**config.mk**
```make
export PLATFORM = sky130hd
export DESIGN_NAME = hazard_scoreboard
export DESIGN_NICKNAME = d
export VERILOG_FILES = /design/src/rtl/hazard_scoreboard.sv
export SDC_FILE = /design/constraint.sdc
export NUM_CORES = 1
export LEC_CHECK = 0
export CAP_MARGIN = 10
export CORE_MARGIN = 1
export CORE_UTILIZATION = 40
export CTS_BUF_LIST = sky130_fd_sc_hd__clkbuf_4
export DETAILED_ROUTE_END_ITERATION = 8
export GPL_TIMING_DRIVEN = 0
export PLACE_DENSITY = 0.67
export RECOVER_POWER = 50
export SLEW_MARGIN = 30
export SYNTH_ARGS = -nofsm -noshare
export SYNTH_HDL_FRONTEND = slang
export SYNTH_SLANG_ARGS = --single-unit
export TNS_END_PERCENT = 20
```
**constraint.sdc**
```tcl
create_clock -name clk -period 4.7 [get_ports clk]
set_input_delay 0.47 -clock clk [delete_from_list [all_inputs] [get_ports clk]]
set_output_delay 0.47 -clock clk [all_outputs]
set_load 0.1 [all_outputs]
```
**src/rtl/hazard_scoreboard.sv**
```systemverilog
// hazard_scoreboard
//   Operand forwarding selects and ID-stage stall for an N-slot forwarding
//   network, plus a per-register scoreboard that tracks writes still owed by
//   variable-latency units (multi-cycle memory, divider).
//
//   Interface contract, stated once: the ID stage presents an instruction with
//   id_valid. It advances, and a long-latency op issues, on every rising edge
//   where id_valid=1 and stall=0. The long-latency unit reports a result with
//   a single-cycle done_valid pulse carrying done_rd. That completion is never
//   back-pressured. In the same cycle it clears the hazard, so the consumer can
//   take the value from the completion bus (fwd = NSRC+1).
module hazard_scoreboard #(
    parameter int AW        = 5,
    parameter int NSRC      = 3,
    parameter int NOFWD_REG = 30,
    parameter int MAX_OUT   = 4,
    localparam int CW       = $clog2(MAX_OUT + 1),
    localparam int FW       = $clog2(NSRC + 2),
    localparam int NREG     = 2 ** AW
) (
    input  logic               clk,
    input  logic               rst_n,
    input  logic               id_valid,
    input  logic [AW-1:0]      id_rs,
    input  logic [AW-1:0]      id_rt,
    input  logic               id_use_rs,
    input  logic               id_use_rt,
    input  logic               id_long,
    input  logic [AW-1:0]      id_rd,
    input  logic [NSRC*AW-1:0] stg_rd,
    input  logic [NSRC-1:0]    stg_wr,
    input  logic [NSRC-1:0]    stg_kill,
    input  logic [NSRC-1:0]    stg_rdy,
    input  logic               done_valid,
    input  logic [AW-1:0]      done_rd,
    output logic [FW-1:0]      fwd_a,
    output logic [FW-1:0]      fwd_b,
    output logic               stall,
    output logic [NREG-1:0]    pending,
    output logic [CW-1:0]      outstanding,
    output logic [31:0]        stall_cnt,
    output logic               err_spurious
);

    localparam logic [AW-1:0] NOFWD    = AW'(NOFWD_REG);
    localparam logic [CW-1:0] CNT_FULL = CW'(MAX_OUT);

    logic [NREG-1:0] pending_q, pending_d;
    logic [CW-1:0]   outstanding_q, outstanding_d;
    logic [31:0]     stall_cnt_q, stall_cnt_d;
    logic            err_q, err_d;

    logic            dstall_a, dstall_b;
    logic            pstall_a, pstall_b;
    logic            waw_stall, full_stall;
    logic            issue, complete;

    // Registers 0 and NOFWD never carry a dependency worth tracking.
    function automatic logic trackable(input logic [AW-1:0] x);
        return (x != '0) && (x != NOFWD);
    endfunction

    // Returns {data_stall, select} for one source operand. The nearest live
    // producer shadows every farther slot, even a ready one, because only it
    // holds the youngest value.
    function automatic logic [FW:0] src_fwd(
        input logic [AW-1:0]      x,
        input logic               use_x,
        input logic [NSRC*AW-1:0] rd,
        input logic [NSRC-1:0]    wr,
        input logic [NSRC-1:0]    kill,
        input logic [NSRC-1:0]    rdy,
        input logic               dv,
        input logic [AW-1:0]      drd
    );
        logic          found;
        logic          dstall;
        logic [FW-1:0] sel;
        found  = 1'b0;
        dstall = 1'b0;
        sel    = '0;
        if (use_x && trackable(x)) begin
            for (int k = 0; k < NSRC; k++) begin
                if (!found && wr[k] && !kill[k] && (rd[k*AW +: AW] == x)) begin
                    found = 1'b1;
                    if (rdy[k]) sel = FW'(k + 1);
                    else        dstall = 1'b1;
                end
            end
            if (!found && dv && (drd == x)) sel = FW'(NSRC + 1);
        end
        return {dstall, sel};
    endfunction

    // Forwarding selects and the individual stall causes.
    always_comb begin
        {dstall_a, fwd_a} = src_fwd(id_rs, id_use_rs, stg_rd, stg_wr, stg_kill,
                                    stg_rdy, done_valid, done_rd);
        {dstall_b, fwd_b} = src_fwd(id_rt, id_use_rt, stg_rd, stg_wr, stg_kill,
                                    stg_rdy, done_valid, done_rd);
        // A completion landing this cycle already resolves the dependency.
        pstall_a   = id_use_rs && trackable(id_rs) && pending_q[id_rs] &&
                     !(done_valid && (done_rd == id_rs));
        pstall_b   = id_use_rt && trackable(id_rt) && pending_q[id_rt] &&
                     !(done_valid && (done_rd == id_rt));
        waw_stall  = id_long && pending_q[id_rd] &&
                     !(done_valid && (done_rd == id_rd));
        full_stall = id_long && (outstanding_q == CNT_FULL) && !done_valid;
        stall      = id_valid && (dstall_a || dstall_b || pstall_a || pstall_b ||
                                  waw_stall || full_stall);
    end

    // Next-state for scoreboard, occupancy count, stall counter and error flag.
    always_comb begin
        issue         = id_valid && id_long && !stall && (id_rd != '0);
        complete      = done_valid && pending_q[done_rd];
        pending_d     = pending_q;
        outstanding_d = outstanding_q;
        stall_cnt_d   = stall_cnt_q;
        err_d         = err_q;

        // Clear before set so a same-register issue keeps the bit.
        if (complete) pending_d[done_rd] = 1'b0;
        if (issue)    pending_d[id_rd]   = 1'b1;
        pending_d[0] = 1'b0;

        if (issue && !complete) begin
            if (outstanding_q != CNT_FULL) outstanding_d = outstanding_q + 1'b1;
        end else if (!issue && complete) begin
            if (outstanding_q != '0) outstanding_d = outstanding_q - 1'b1;
        end

        if (stall && (stall_cnt_q != 32'hFFFF_FFFF)) stall_cnt_d = stall_cnt_q + 32'd1;

        if (done_valid && !pending_q[done_rd]) err_d = 1'b1;
    end

    // State registers; reset forgets every in-flight long-latency write.
    always_ff @(posedge clk or negedge rst_n) begin
        if (!rst_n) begin
            pending_q     <= '0;
            outstanding_q <= '0;
            stall_cnt_q   <= '0;
            err_q         <= 1'b0;
        end else begin
            pending_q     <= pending_d;
            outstanding_q <= outstanding_d;
            stall_cnt_q   <= stall_cnt_d;
            err_q         <= err_d;
        end
    end

    assign pending      = pending_q;
    assign outstanding  = outstanding_q;
    assign stall_cnt    = stall_cnt_q;
    assign err_spurious = err_q;

endmodule

```
==> results.sh, run 1 <==
export IMPL_synth_ff_type="dfrtp_1"
export IMPL_dpl_cell_area_um2=6540
export IMPL_cts_sinks=67
export IMPL_htreeDepth=3
export IMPL_crit_arrival_ns=4.74
export IMPL_cts_root_buf="clkbuf_4"
export IMPL_peakVddDrop_mv=0.218
export IMPL_hpwl_um=12300
export IMPL_clk_pin_slew_ns=0.12
export IMPL_hp_class="input port to register"
export IMPL_fin_crit_ns=4.40
export IMPL_r2r_end="outstanding[2]"
export IMPL_syn_num_nets=582
export IMPL_rsz0062_at_grt="false"
export IMPL_worst_clock_skew_ns=0.0256
export IMPL_io_pins=126
export IMPL_wl_um=17000
export IMPL_dr_first_iter_drc_count=351
export IMPL_drv_cap=2
export IMPL_min_to="pending[2]"
export IMPL_antenna_found_initial=0
export IMPL_critPathKind="input port to register"
export IMPL_syn_instance_count=528
export IMPL_slew_headroom_pct=-27.6
export IMPL_syn_area_per_cell_um2=9.82
export IMPL_hold_viol_final=0
export IMPL_syn_cell_area_um2=5190
export IMPL_required_ns=5.04
export IMPL_fmax_mhz=227
export IMPL_critPathCaptureType="register"
export IMPL_power_density_nw_per_um2=403
export IMPL_ys_ff_latch=67
export IMPL_cp_startpoint="id_rs[1]"
export IMPL_r2r_start="pending[29]"
export IMPL_synth_commonest_cells="dfrtp_1 (67), xor2_1 (46), o21ai_0 (44)"
export IMPL_ff2ff_setup_slack_ns=0.60
export IMPL_slowest_stage="clkdlybuf4s50_1"
export IMPL_antennaDiodeCount=0
export IMPL_first_global_vias=4889
export IMPL_io_buffer_count=111
export IMPL_violations="capacitance limit, slew limit"
export IMPL_wire_per_inst_um=20.4
export IMPL_drive_gt1_share_pct=13.4
export IMPL_grt_pass1_wl_um=26600
export IMPL_synth_edf_count=0
export IMPL_grt_start_max_net_pins=37
export IMPL_postSynth_asyncResetShare_pct=100
export IMPL_synthToLayoutAreaGrowth_pct=28.5
export IMPL_synthDominantCellAreaShare_pct=32.3
export IMPL_tightest_slew_ns=1.91
export IMPL_first_pass_iters=4
export IMPL_final_net_count=708
export IMPL_synth_cell_type_count=63
export IMPL_yosys_warnings=0
export IMPL_tritoncts="done"
export IMPL_final_max_slew_viol_count=70
export IMPL_slowest_delay_ns=0.52
export IMPL_outcome="finished with violations"
export IMPL_grt_overflow_total=0
export IMPL_startpoint_type="input port"
export IMPL_place_gp_congestion=0.920
export IMPL_cts_buffers=9
export IMPL_hold_start="id_rd[4]"
export IMPL_die_y_um=116
export IMPL_fin_cells=831
export IMPL_rr_worst_depth=15
export IMPL_start_util_pct=41.1
export IMPL_setup_violations=0
export IMPL_ys_seq_area_share_pct=32.3
export IMPL_grt_usage_pct=26.2
export IMPL_rows=41
export IMPL_path_max_fanout=10
export IMPL_yosysMostFrequentCell="dfrtp_1"
export IMPL_avgViaCountPerCell=5.97
export IMPL_dieArea_um2=13400
export IMPL_yosys_area_top_type="dfrtp_1"
export IMPL_tns_ns=0
export IMPL_hold_path_depth=3
export IMPL_vias=4961
export IMPL_clock_path_buffers=2
export IMPL_fp_dieW_um=116
export IMPL_leakage_uw=0.00273
export IMPL_total_power_uw=2680
export IMPL_clk_latency_ns=0.43
export IMPL_nFillCells=1199
export IMPL_fin_crit_sh_pct=93.7
export IMPL_coreArea_um2=12600
export IMPL_final_area_um2=6670
export IMPL_drcViolationCount=0
export IMPL_antenna_left=0
export IMPL_dp_cells=812
export IMPL_crit_chain="clkdlybuf4s50_1 > buf_4 > mux4_2 > mux2i_1 > mux2i_1 > o2111ai_1 > o211ai_1 > a211oi_4 > buf_6 > nand2_4 > a21oi_1 > ha_1 > inv_1 > fa_1 > nor3_1 > a21oi_1 > o31ai_1"
export IMPL_synth_area_leaders="dfrtp_1 (32%), mux4_2 (10%), xor2_1 (7.8%)"
## per-stage QoR
step | setup slack, ns | hold slack, ns | utilization (%)
finish | 0.298 | 0.429 | 52.8
global route | 0.0149 | 0.429 | 52.8
CTS | 0.110 | 0.395 | 52.9
detailed placement | -0.327 | 0.449 | 51.8
global placement | -0.307 | 0.446 | 51.7
floorplan | -0.0862 | 0.174 | -
## where the power goes
group          internal, uW  total [uW]  switching (uW)  leakage [uW]
logic                   418        1460            1050       0.00177
clock network           155         374             219     0.0000682
registers               671         845             174      0.000883
## worst max path at each step
| stage | end | slack (ns) |
|---|---|---|
| floorplan | fwd_b[2] | -0.09 |
| global placement | outstanding[2] | -0.31 |
| detailed placement | outstanding[2] | -0.33 |
| CTS | outstanding[2] | 0.11 |
| global route | outstanding[2] | 0.01 |
| finish | outstanding[2] | 0.30 |
## sequential cells by signal (all words and copies together) (netlist names)
register and count:
err_spurious 1, stall_cnt 32, pending 31, outstanding 3
## worst max-delay path, delay by kind of cell
| family | cells | cell delay (ns) |
|---|---|---|
| AOI/OAI and AO/OA | 6 | 1.28 |
| adders and majority gates | 2 | 0.71 |
| muxes | 3 | 0.94 |
| buffers and inverters | 4 | 1.03 |
| and+or+nand+nor | 2 | 0.31 |
## area by class of cell
type                       count  area (um^2)  share of cell area (%)
multi-input combinational    414         3230                    48.5
sequential                    67         1680                    25.1
timing repair buffer         115         1130                    17.0
buffer                        36          241                    3.62
tap                          172          215                    3.23
clock buffer                   9         67.6                    1.01
clock inverter                 7         58.8                   0.882
inverter                      11         41.3                   0.619
## placed cells by master, fill, tap and decap left out, drive strengths merged, types with 19 or more instances in the layout
cell type,n
dlygate4sd3,38
clkbuf,21
xnor2,30
xor2,46
clkdlybuf4s50,72
buf,28
dfrtp,67
nor2,19
mux4,23
o21ai,61
nor4,23
nand2,28
## what timing repair did
action | 4_1_cts | 5_1_grt
buffers inserted | 0 | 2
endpoints found under the setup margin | 1 | 1
endpoints found under the hold margin | 35 | 0
hold buffers | 1 | 0
gates resized for setup | 1 | 0
pin swaps | 0 | 1
## metal layers
metal | vias to the layer above | GRT usage [%] | wire length (um)
met3 | 49 | 4.71 | 1380
li1 | 2220 | - | -
met4 | 0 | 13.1 | 618
met2 | 278 | 42.3 | 7900
met5 | - | 0 | 0
met1 | 2414 | 33.8 | 7060
## logic make-up (layout without fill, tap and decap cells)
family	after synthesis	count (layout)	share of synthesized area [%]
mux	47	47	14.8
compound gates	101	101	12.2
other cells	1	1	0.0723
buf+inv	47	178	5.45
fa+ha+maj	3	3	0.868
simple gates	186	186	21.4
flops	67	67	32.3
xor+xnor	76	76	13.0
No activity file was read; power rests on OpenSTA's default activity.
==> inputs of run 2 (changes only) <==
--- a/config.mk
+++ b/config.mk
@@ -6,7 +6,7 @@
 export NUM_CORES = 1
 export LEC_CHECK = 0
 export CAP_MARGIN = 10
-export CORE_MARGIN = 1
+export CORE_MARGIN = 2
 export CORE_UTILIZATION = 40
 export CTS_BUF_LIST = sky130_fd_sc_hd__clkbuf_4
 export DETAILED_ROUTE_END_ITERATION = 8
==> run 2 against run 1 <==
  * The flow still finishes with violations (capacitance limit, slew limit)
  * Global-route usage is 1.4 points lower
  * Sequential share of layout area is 0.10 points lower
  * Die area is 3.5% higher
  * Combinational power hardly changed
  * Power is 2.3% higher
==> results.sh, run 2 (same netlist as run 1, synthesis figures left out) <==
export IMPL_outcome="finished with violations"
export IMPL_violations="capacitance limit, slew limit"
export IMPL_fin_crit_sh_pct=93.5
export IMPL_io_pins=126
export IMPL_drcViolationCount=0
export IMPL_start_util_pct=41.1
export IMPL_fmax_mhz=227
export IMPL_cts_sinks=67
export IMPL_tritoncts="done"
export IMPL_place_gp_congestion=0.907
export IMPL_layout_common_cells="clkdlybuf4s50_1 (72), dfrtp_1 (67), xor2_1 (46)"
export IMPL_hp_class="input port to register"
export IMPL_fin_crit_ns=4.40
export IMPL_rows=41
export IMPL_final_area_um2=6700
export IMPL_hpwl_um=12600
export IMPL_final_net_count=708
export IMPL_dpl_cell_area_um2=6540
export IMPL_setup_ws_ns=0.304
export IMPL_critPathCaptureType="register"
export IMPL_grt_overflow_total=0
export IMPL_clock_path_buffers=2
export IMPL_cts_root_buf="clkbuf_4"
export IMPL_wire_per_inst_um=20.7
export IMPL_fp_dieW_um=118
export IMPL_dieArea_um2=13900
export IMPL_total_power_uw=2750
export IMPL_io_buffer_count=111
export IMPL_antenna_left=0
export IMPL_avgViaCountPerCell=5.93
export IMPL_rsz0062_at_grt="false"
export IMPL_tns_ns=0
export IMPL_peakVddDrop_mv=0.244
export IMPL_leakage_uw=0.00274
export IMPL_power_density_nw_per_um2=410
export IMPL_dpl_worst_slack_ns=-0.375
export IMPL_grt_start_max_net_pins=38
export IMPL_crit_arrival_ns=4.74
export IMPL_fin_cells=830
export IMPL_antenna_found_initial=0
export IMPL_tightest_slew_ns=1.98
export IMPL_path_max_fanout=10
export IMPL_slew_headroom_pct=-32.2
export IMPL_grt_usage_pct=24.8
export IMPL_startpoint_type="input port"
export IMPL_dr_first_iter_drc_count=343
export IMPL_largest_register_ffs=32
export IMPL_vias=4925
export IMPL_critPathKind="input port to register"
export IMPL_first_pass_iters=5
export IMPL_setup_violations=0
export IMPL_coreArea_um2=12600
export IMPL_htreeDepth=3
export IMPL_grt_pass1_wl_um=27600
export IMPL_cts_buffers=9
export IMPL_dp_cells=812
export IMPL_final_max_slew_viol_count=70
export IMPL_drv_cap=2
export IMPL_antennaDiodeCount=0
export IMPL_clk_pin_slew_ns=0.12
export IMPL_synthToLayoutAreaGrowth_pct=29.1
export IMPL_clk_latency_ns=0.44
export IMPL_worst_clock_skew_ns=0.0218
export IMPL_drive_gt1_share_pct=13.5
export IMPL_final_common_cell="clkdlybuf4s50_1"
export IMPL_hold_viol_final=0
export IMPL_die_y_um=118
export IMPL_required_ns=5.04
export IMPL_wl_um=17200
export IMPL_first_global_vias=4980
[run 2: cell types whose count changed in the layout (fill, tap and decap cells not counted)]
cell        before  now
buf_2           10    9
bufinv_16        1    2
clkbuf_4         9   10
clkinv_1         3    2
clkinv_2         2    1
clkinv_4         0    1
clkinvlp_4       1    0
ha_1             2    1
ha_2             0    1
[run 2: layer usage]
metal | vias to the layer above | track usage [%] | share of wire, %
met3 | 51 | 5.28 | 8.6
li1 | 2226 | - | -
met2 | 277 | 39.6 | 46
met1 | 2371 | 32.9 | 42
met4 | 0 | 10.2 | 3.7
met5 | - | 0 | 0
[run 2: metrics by stage]
step                hold WS, ns  utilization (%)
floorplan                 0.174                -
finish                    0.424             53.1
global route              0.433             53.1
detailed placement        0.445             51.8
CTS                       0.412             53.1
global placement          0.444             51.7
[run 2: final cells by class]
class | count | area [um^2]
Clock inverter | 6 | 81.3
Inverter | 11 | 41.3
Tap cell | 172 | 215
Clock buffer | 9 | 67.6
Multi-Input combinational cell | 414 | 3240
Fill cell | 1216 | 5920
Buffer | 36 | 244
Sequential cell | 67 | 1680
Timing Repair Buffer | 115 | 1130
[run 2: where the power goes]
part	leakage, uW	switching (uW)	internal [uW]
clock	0.0000808	220	209
combinational	0.00177	1050	418
sequential	0.000883	182	671
[run 2: repair_timing]
action,in CTS,in global routing
pin swaps,0,1
hold buffers,1,0
hold endpoints to repair,19,0
endpoints found under the setup margin,1,3
gates resized for setup,1,2
buffers inserted,0,2
[run 2: worst max-delay path, stage by stage]
cell	delay [ns]
clkdlybuf4s50_1	0.52
buf_4	0.23
mux4_2	0.51
mux2i_1	0.29
mux2i_1	0.13
o2111ai_1	0.22
o211ai_1	0.21
a211oi_4	0.37
buf_6	0.21
nand2_4	0.11
a21oi_1	0.21
ha_2	0.27
inv_1	0.07
fa_1	0.43
nor3_1	0.21
a21oi_1	0.06
o31ai_1	0.20
[run 2: worst paths after layout]
kind | startpoint | endpoint | cells after the start | slack [ns]
worst min register to register | err_spurious | err_spurious | 1 | 0.46
worst max-delay path | id_rs[1] | outstanding[2] | 17 | 0.30
max in group asynchronous | rst_n | pending[11] | 3 | 1.17
worst max register to register | pending[31] | outstanding[2] | 15 | 0.60
worst min-delay path | id_rd[2] | pending[1] | 3 | 0.42
min in group asynchronous | rst_n | stall_cnt[9] | 2 | 1.12
